File: src/rtl/alu_seq_muldiv.sv
// Registered WIDTH-bit ALU for the EX stage: single-cycle logic/arithmetic ops plus
// iterative unsigned multiply (shift-add) and restoring divide, one bit per clock.
module alu_seq_muldiv #(
    parameter int WIDTH = 16,
    parameter int CW    = 6
) (
    input  logic             clk,
    input  logic             rst,
    input  logic             start,
    input  logic [2:0]       opcod,
    input  logic [WIDTH-1:0] X,
    input  logic [WIDTH-1:0] Y,
    input  logic             Cin,
    output logic [WIDTH-1:0] out,
    output logic [WIDTH-1:0] hi,
    output logic             Cout,
    output logic             V,
    output logic             lt,
    output logic             eq,
    output logic             gt,
    output logic             dz,
    output logic             busy,
    output logic             done
);

    localparam logic [2:0] OP_AND  = 3'd0;
    localparam logic [2:0] OP_OR   = 3'd1;
    localparam logic [2:0] OP_ADD  = 3'd2;
    localparam logic [2:0] OP_SUB  = 3'd3;
    localparam logic [2:0] OP_SLT  = 3'd4;
    localparam logic [2:0] OP_NOR  = 3'd5;
    localparam logic [2:0] OP_MULU = 3'd6;
    localparam logic [2:0] OP_DIVU = 3'd7;

    typedef enum logic [1:0] {S_IDLE, S_MUL, S_DIV} state_t;

    state_t           r_state, w_state_nxt;
    logic [CW-1:0]    r_cnt;
    logic [WIDTH-1:0] r_opnd;
    logic [WIDTH-1:0] r_ph;
    logic [WIDTH-1:0] r_pl;

    logic             w_lt, w_eq, w_gt, w_last;
    logic [WIDTH:0]   w_add, w_sub, w_mul_sum, w_div_sh, w_div_diff;
    logic [WIDTH-1:0] w_res, w_ph_nxt, w_pl_nxt;
    logic             w_cout, w_v;

    assign w_lt  = $signed(X) <  $signed(Y);
    assign w_eq  = X == Y;
    assign w_gt  = $signed(X) >  $signed(Y);
    assign w_add = {1'b0, X} + {1'b0, Y}  + {{WIDTH{1'b0}}, Cin};
    assign w_sub = {1'b0, X} + {1'b0, ~Y} + {{WIDTH{1'b0}}, 1'b1};

    always_comb begin
        w_res  = '0;
        w_cout = 1'b0;
        w_v    = 1'b0;
        case (opcod)
            OP_AND: w_res = X & Y;
            OP_OR:  w_res = X | Y;
            OP_ADD: begin
                w_res  = w_add[WIDTH-1:0];
                w_cout = w_add[WIDTH];
                w_v    = (X[WIDTH-1] == Y[WIDTH-1]) && (w_add[WIDTH-1] != X[WIDTH-1]);
            end
            OP_SUB: begin
                w_res  = w_sub[WIDTH-1:0];
                w_cout = w_sub[WIDTH];
                w_v    = (X[WIDTH-1] != Y[WIDTH-1]) && (w_sub[WIDTH-1] != X[WIDTH-1]);
            end
            OP_SLT: w_res = {{(WIDTH-1){1'b0}}, w_lt};
            OP_NOR: w_res = ~(X | Y);
            default: ;
        endcase
    end

    // r_ph/r_pl hold {product high, multiplier} for MUL and {remainder, dividend} for DIV;
    // r_opnd is the multiplicand or divisor.
    assign w_mul_sum  = {1'b0, r_ph} + (r_pl[0] ? {1'b0, r_opnd} : {(WIDTH+1){1'b0}});
    assign w_div_sh   = {r_ph, r_pl[WIDTH-1]};
    assign w_div_diff = w_div_sh - {1'b0, r_opnd};
    assign w_last     = r_cnt == CW'(WIDTH-1);

    always_comb begin
        w_ph_nxt = w_mul_sum[WIDTH:1];
        w_pl_nxt = {w_mul_sum[0], r_pl[WIDTH-1:1]};
        if (r_state == S_DIV) begin
            if (!w_div_diff[WIDTH]) begin
                w_ph_nxt = w_div_diff[WIDTH-1:0];
                w_pl_nxt = {r_pl[WIDTH-2:0], 1'b1};
            end else begin
                w_ph_nxt = w_div_sh[WIDTH-1:0];
                w_pl_nxt = {r_pl[WIDTH-2:0], 1'b0};
            end
        end
    end

    always_comb begin
        w_state_nxt = r_state;
        case (r_state)
            S_IDLE: begin
                if (start && opcod == OP_MULU)
                    w_state_nxt = S_MUL;
                else if (start && opcod == OP_DIVU && Y != '0)
                    w_state_nxt = S_DIV;
            end
            S_MUL, S_DIV: begin
                if (w_last)
                    w_state_nxt = S_IDLE;
            end
            default: w_state_nxt = S_IDLE;
        endcase
    end

    always_ff @(posedge clk or posedge rst) begin
        if (rst)
            r_state <= S_IDLE;
        else
            r_state <= w_state_nxt;
    end

    always_ff @(posedge clk or posedge rst) begin
        if (rst) begin
            r_cnt  <= '0;
            r_opnd <= '0;
            r_ph   <= '0;
            r_pl   <= '0;
            out    <= '0;
            hi     <= '0;
            Cout   <= 1'b0;
            V      <= 1'b0;
            lt     <= 1'b0;
            eq     <= 1'b0;
            gt     <= 1'b0;
            dz     <= 1'b0;
            busy   <= 1'b0;
            done   <= 1'b0;
        end else begin
            case (r_state)
                S_IDLE: begin
                    done <= 1'b0;
                    if (start) begin
                        lt     <= w_lt;
                        eq     <= w_eq;
                        gt     <= w_gt;
                        dz     <= 1'b0;
                        r_cnt  <= '0;
                        r_ph   <= '0;
                        r_pl   <= (opcod == OP_MULU) ? Y : X;
                        r_opnd <= (opcod == OP_MULU) ? X : Y;
                        if (opcod == OP_MULU || (opcod == OP_DIVU && Y != '0)) begin
                            busy <= 1'b1;
                        end else if (opcod == OP_DIVU) begin
                            out  <= '1;
                            hi   <= X;
                            Cout <= 1'b0;
                            V    <= 1'b0;
                            dz   <= 1'b1;
                            done <= 1'b1;
                        end else begin
                            out  <= w_res;
                            hi   <= '0;
                            Cout <= w_cout;
                            V    <= w_v;
                            done <= 1'b1;
                        end
                    end
                end
                S_MUL, S_DIV: begin
                    r_ph  <= w_ph_nxt;
                    r_pl  <= w_pl_nxt;
                    r_cnt <= r_cnt + CW'(1);
                    done  <= w_last;
                    if (w_last) begin
                        out  <= w_pl_nxt;
                        hi   <= w_ph_nxt;
                        Cout <= 1'b0;
                        V    <= 1'b0;
                        busy <= 1'b0;
                    end
                end
                default: ;
            endcase
        end
    end

endmodule

File: config.mk
export PLATFORM = sky130hd
export DESIGN_NAME = alu_seq_muldiv
export DESIGN_NICKNAME = d
export VERILOG_FILES = /design/src/rtl/alu_seq_muldiv.sv
export SDC_FILE = /design/constraint.sdc
export NUM_CORES = 1
export LEC_CHECK = 0
export BUFFER_PORTS_ARGS = -buffer_cell sky130_fd_sc_hd__buf_2
export CAP_MARGIN = 0
export CORE_ASPECT_RATIO = 0.5
export CORE_UTILIZATION = 55
export DETAILED_ROUTE_END_ITERATION = 6
export HOLD_SLACK_MARGIN = 0.08
export PLACE_DENSITY = 0.74
export SYNTH_ARGS = -nofsm -noshare
export SYNTH_HDL_FRONTEND = slang
export SYNTH_SLANG_ARGS = --single-unit
export TNS_END_PERCENT = 50
File: constraint.sdc
create_clock -name clk -period 7.5 [get_ports clk]
set_clock_uncertainty 0.2 [all_clocks]
set_input_delay 0 -clock clk [delete_from_list [all_inputs] [get_ports clk]]
set_output_delay 0 -clock clk [all_outputs]
set_load 0.005 [all_outputs]
* Yosys cells after proc, flatten, opt, wreduce, memory -nomap -nowiden
Index checks and enable logic that the tools add are counted.
W data, S select, Z words.
** Word-level totals
- Logic and storage cells :: 112
- Flip-flop bits (word level) :: 96
- Output and inout port bits :: 40
- Input bits :: 39
** Cells by class
- Equality and inequality tests :: 20
- Mux-type cells :: 47
- Reduce and logical (&&, ||, !) cells :: 17
- Order comparisons :: 2
- Bitwise logic cells :: 4
- Add/sub/neg operators :: 7
** Operators with widths (count)
- $mux W16 :: 16
- $pmux W16 S2 :: 4
- $pmux W16 S6 :: 1
- $add A16 B16 Y17 :: 3
- $not A16 Y16 :: 2
- $add A17 B1 Y17 :: 1
- $add A17 B1 Y17 const B :: 1
- $sub A17 B16 Y17 :: 1
- $and A16 B16 Y16 :: 1
- $eq A16 B16 Y1 :: 1
- $gt A16 B16 Y1 :: 1
- $lt A16 B16 Y1 :: 1
- $or A16 B16 Y16 :: 1
- $reduce_bool A16 Y1 :: 1
- $mux W1 :: 14
- $eq A3 B3 Y1 const B :: 4
- $pmux W1 S2 :: 6
- $pmux W6 S2 :: 1
- $ne A2 B2 Y1 const B :: 4
- $reduce_and A4 Y1 :: 2
- $add A6 B1 Y6 const B :: 1
- $eq A3 B2 Y1 const B :: 2
- $eq A6 B4 Y1 const B :: 1
- $logic_and A1 B1 Y1 :: 6
- other kinds (15) :: 21

* Depth between registers and ports, before layout
- Word-level depth :: 10
- Mapped depth :: 13
- Mapped depth without buffers :: 12

* Worst setup path after synthesis
Ideal clock, no wire load.
- Kind :: reg2reg
- From :: register r_pl[15]
- To :: register r_ph[7]
- Path slack :: 4.418 ns
- Path buffers :: 1
- Stages on the path, launching flop included :: 14
- Data required time :: 7.175 ns
- Data arrival time :: 2.757 ns
- Cell sequence :: dfrtp_1 -> inv_1 -> ha_1 -> inv_1 -> fa_1 -> a211o_1 -> a211oi_2 -> o21a_1 -> a211o_1 -> and2_4 -> buf_6 -> mux2i_1 -> o21ai_1 -> mux2_2
** Between the ends
- Longest elaborated chain between the ends :: 4
** Ends and longest elaborated chain
- from (decl) :: line 41 : logic [WIDTH-1:0] r_pl;
- from (signal assigned) :: line 149 : r_pl <= (opcod == OP_MULU) ? Y : X;
- from (signal assigned) :: line 171 : r_pl <= w_pl_nxt;
- $sub A17 B16 Y17 :: line 81 : assign w_div_diff = w_div_sh - {1'b0, r_opnd};
- $mux W16 :: line 88 : if (!w_div_diff[WIDTH]) begin
- $mux W16 :: line 87 : if (r_state == S_DIV) begin
- $pmux W16 S2 :: line 139 : case (r_state)
- to (signal assigned) :: line 170 : r_ph <= w_ph_nxt;
- to (decl) :: line 40 : logic [WIDTH-1:0] r_ph;
Every way passes these cells.
A chain may end at the register's enable or synchronous reset.

* Worst setup path in the final report
- From :: register r_state[0]
- To :: register out[11]
** Between the ends
- Longest elaborated chain between the ends :: 4
- Elaborated cells on any way between the ends :: 12
- Those cells by class :: 5 x eq/ne; 3 x mux; 4 x reduce/logical
** Ends and longest elaborated chain
- from (decl) :: line 37 : state_t r_state, w_state_nxt;
- from (signal assigned) :: line 119 : r_state <= w_state_nxt;
- $eq A2 B2 Y1 / $eq A2 B1 Y1 (equally long branches) :: line 87, 139
- $reduce_or A2 Y1 / $mux W16 (equally long branches) :: line 139, 87
- $ne A2 B2 Y1 (no source line) (tied with other cells)
- $reduce_and A4 Y1 (no source line) / $pmux W16 S2 (equally long branches)
- to (signal assigned) :: line 161 : out <= w_res;
- to (signal assigned) :: line 175 : out <= w_pl_nxt;
- to (decl) :: line 14 : output logic [WIDTH-1:0] out,
Parallel ways exist; a longest one is shown, timed or not. The select of a mux whose other input is x is not followed.

==> run_results.csv <==
group,metric,value,unit
grt,track_usage,0.358,
sta,max_slew_margin,0.257,
synth,syn_area,0.00901,mm²
min_path,min_from,"opcod[0]",
worst_setup_path,cp_cell_sequence,"inv_1 -> ha_1 -> nand2_1 -> nor4_1 -> or2_2 -> nand3_1 -> a221o_1 -> a31oi_1 -> a21oi_1",
worst_setup_path,cp_slowest_cell,"or2_2",
placed_design,io_buffers,78,
cells_and_area,antenna_cells,0,
die,io_pins,79,
power_and_ir_drop,total_power,4.19,mW
placed_design,dp_slack,3.56,ns
clocking,cts_tree,"built",
clocking,post_cts_buffers,0,
cells_and_area,fillers,1359,
grt,grt_max_degree,69,
grt,grt-ovfl-total,0,
worst_setup_path,cp.arrival,4.12,ns
flow_run,drv_cap,0,
sta,worst_pin_slew,1.11,ns
sta,maxSlewViolCount,0,
clocking,cts_made_buffers,9,
clocking,clock_latency,0.34,ns
synth,synth_top_area_frac,0.267,
route,avgRoutedWirePerCell,19.9,µm
route,vias,9260,
synth,yosysWarnings,0,
worst_setup_path,path_max_fanout,46,
synth,async_flop_share,1.00,
die,dieWidth,183,µm
route,antenna_left,0,
clocking,clk_path_buf_depth,2,
sta,fin_ws,3.41,ns
sta,max_freq,245,MHz
sta,fin_crit_sh,0.545,
synth,synth_fp_nets,1306,
worst_setup_path,max_stage_delay,0.86,ns
power_and_ir_drop,leakage,4.82,nW
sta,setup_viol,0,
min_path,min_path_type,"primary input to flop",
worst_setup_path,critPathCaptureType,"flop",
power_and_ir_drop,powerDensity,408,mW/mm²
sta,grt_setup_unrepaired,"no",
cells_and_area,final-seq-area,0.00240,mm²
route,drt-initial-drc-count,1155,
cells_and_area,final_layout_size_suffix_gt1_frac,0.110,
synth,synthTopCellsByArea,"dfrtp_1, ha_1, nand2_1, a21oi_1, o21ai_0",
grt,grt_pass1_vias,8360,
worst_setup_path,start_kind,"flop",
worst_setup_path,critical_path.startpoint,"r_state[0]",
worst_setup_path,path_buf_inv,1,
die,start_util,0.574,
cells_and_area,fin_cells,1480,
clocking,cts-resized-gates,0,
route,drcViolationCount,0,
cells_and_area,multi_input_area,0.00608,mm²
die,dieArea,0.0169,mm²
synth,synth_most_common_cell,"nand2_1",
grt,grt_pass1_wl,46.7,mm
synth,synth_ff_type,"dfrtp_1",
clocking,cts.htree.levels,3,
worst_setup_path,crit_family,"simple AND/OR/NAND/NOR gates",
cells_and_area,synthToLayoutAreaGrowth,14.0,%
synth,synth.largest_area_cell,"dfrtp_1",
outcome,status,"completed",
worst_setup_path,required,7.53,ns
worst_setup_path,reg2reg_from,"r_state[0]",
synth,synth-seq-cells,96,
route,viasPerCell,6.26,
die,die_h,92.5,µm
placed_design,place_inst,1419,
synth,synth_edf_count,0,
sta,min_period,4.09,ns
clocking,cts-hold-fix-buffers,45,
grt,antenna_found_initial,1,
clocking,clkSlewWorstSetupHoldPaths,0.07,ns
sta,hold_viol_final,0,
synth,yosysUniqueCellTypes,71,
route,dr.pass1.iters,5,
power_and_ir_drop,ir_drop,0.227,mV
die,coreArea,0.0157,mm²
sta,totalNegativeSetupSlack,0,ns
clocking,clockRootBuffer,"clkbuf_16",
placed_design,dp.final_hpwl,21.7,mm
cells_and_area,fin_nets,1386,
synth,synth-seq-area-share,0.267,
placed_design,place_congestion,0.989,
worst_setup_path,crit_type,"flop to flop",
die,row_count,32,
synth,ys_top_cells_by_count,"nand2_1, a21oi_1, nor2_1",
clocking,clock_sinks,96,
route,drt-total-wl,29.4,mm
synth,syn_avg_cell_area,7.68,µm²
sta,holdWs,0.148,ns
synth,syn-instance-count,1174,
## stage by stage
| step | utilization | instance area (µm²) |
|---|---|---|
| after global routing | 0.654 | 10300 |
| after floorplan | - | 9010 |
| after global placement | 0.606 | 9520 |
| after CTS | 0.654 | 10300 |
| after detailed placement | 0.606 | 9520 |
| final | 0.654 | 10300 |
## layer usage
metal,global-route usage,part of all wire,vias up
li1,-,-,4342
met1,0.552,0.46,4358
met2,0.507,0.41,511
met3,0.0692,0.11,49
met4,0.0813,0.018,0
met5,0,0,-
## cell usage in the layout (no fill, tap or decap), drive strengths merged, types with 14 or more instances in the layout
cell type,Yosys,layout
a31oi,17,17
nor3,15,15
a21o,20,20
buf,16,88
dlygate4sd3,0,45
a21oi,112,112
mux2,14,14
nor2,106,106
nand3,26,26
xor2,14,14
inv,77,78
nand2,162,162
a211oi,19,19
dfrtp,96,96
and2,24,24
o21ai,104,104
mux2i,22,22
xnor2,23,23
ha,88,88
## worst min-delay path, cell delays in order
cell	delay, ns
buf_2	0.10
buf_4	0.27
o2111ai_1	0.18
nand3_1	0.08
## power breakdown
group	internal, mW	switching [mW]	total [mW]	leakage, nW
clock network	0.269	0.209	0.478	0.145
registers	0.764	0.241	1.01	1.20
logic	1.04	1.66	2.70	3.47
total	2.07	2.11	4.19	4.82
## logic make-up (layout without fill, tap and decap cells)
| family | count (synthesis) | count (layout) | synth area share |
|---|---|---|---|
| fa+ha+maj | 93 | 93 | 0.133 |
| buf+inv | 142 | 227 | 0.0607 |
| simple gates | 386 | 386 | 0.190 |
| compound gates | 384 | 384 | 0.272 |
| mux | 36 | 36 | 0.0419 |
| xor+xnor | 37 | 37 | 0.0360 |
| flops | 96 | 96 | 0.267 |
## area by class of cell
cell class	count	share of cell area
multi-input cells	936	0.591
flip-flops and latches	96	0.234
repair buffers	133	0.0892
inverters	78	0.0287
well taps	221	0.0269
clock buffers	10	0.0233
clock inverters	6	0.00658
## state kept, by name, indices dropped and copies added, names as in the netlist, 2 cells and up
signal / cells
r_opnd: 16
r_ph: 16
r_cnt: 6
r_pl: 16
r_state: 2
out: 16
hi: 16
## final timing paths
kind                            slack [ns]       end  cells after the start
worst min register to register        0.29    out[7]                      2
worst max register to register        3.41   out[11]                      9
worst max-delay path                  3.41   out[11]                      9
max in group asynchronous             5.33  r_cnt[3]                      5
worst min-delay path                  0.15         V                      4
min in group asynchronous             0.58   r_ph[2]                      4
Note: power is estimated with default switching activity, not from simulation.
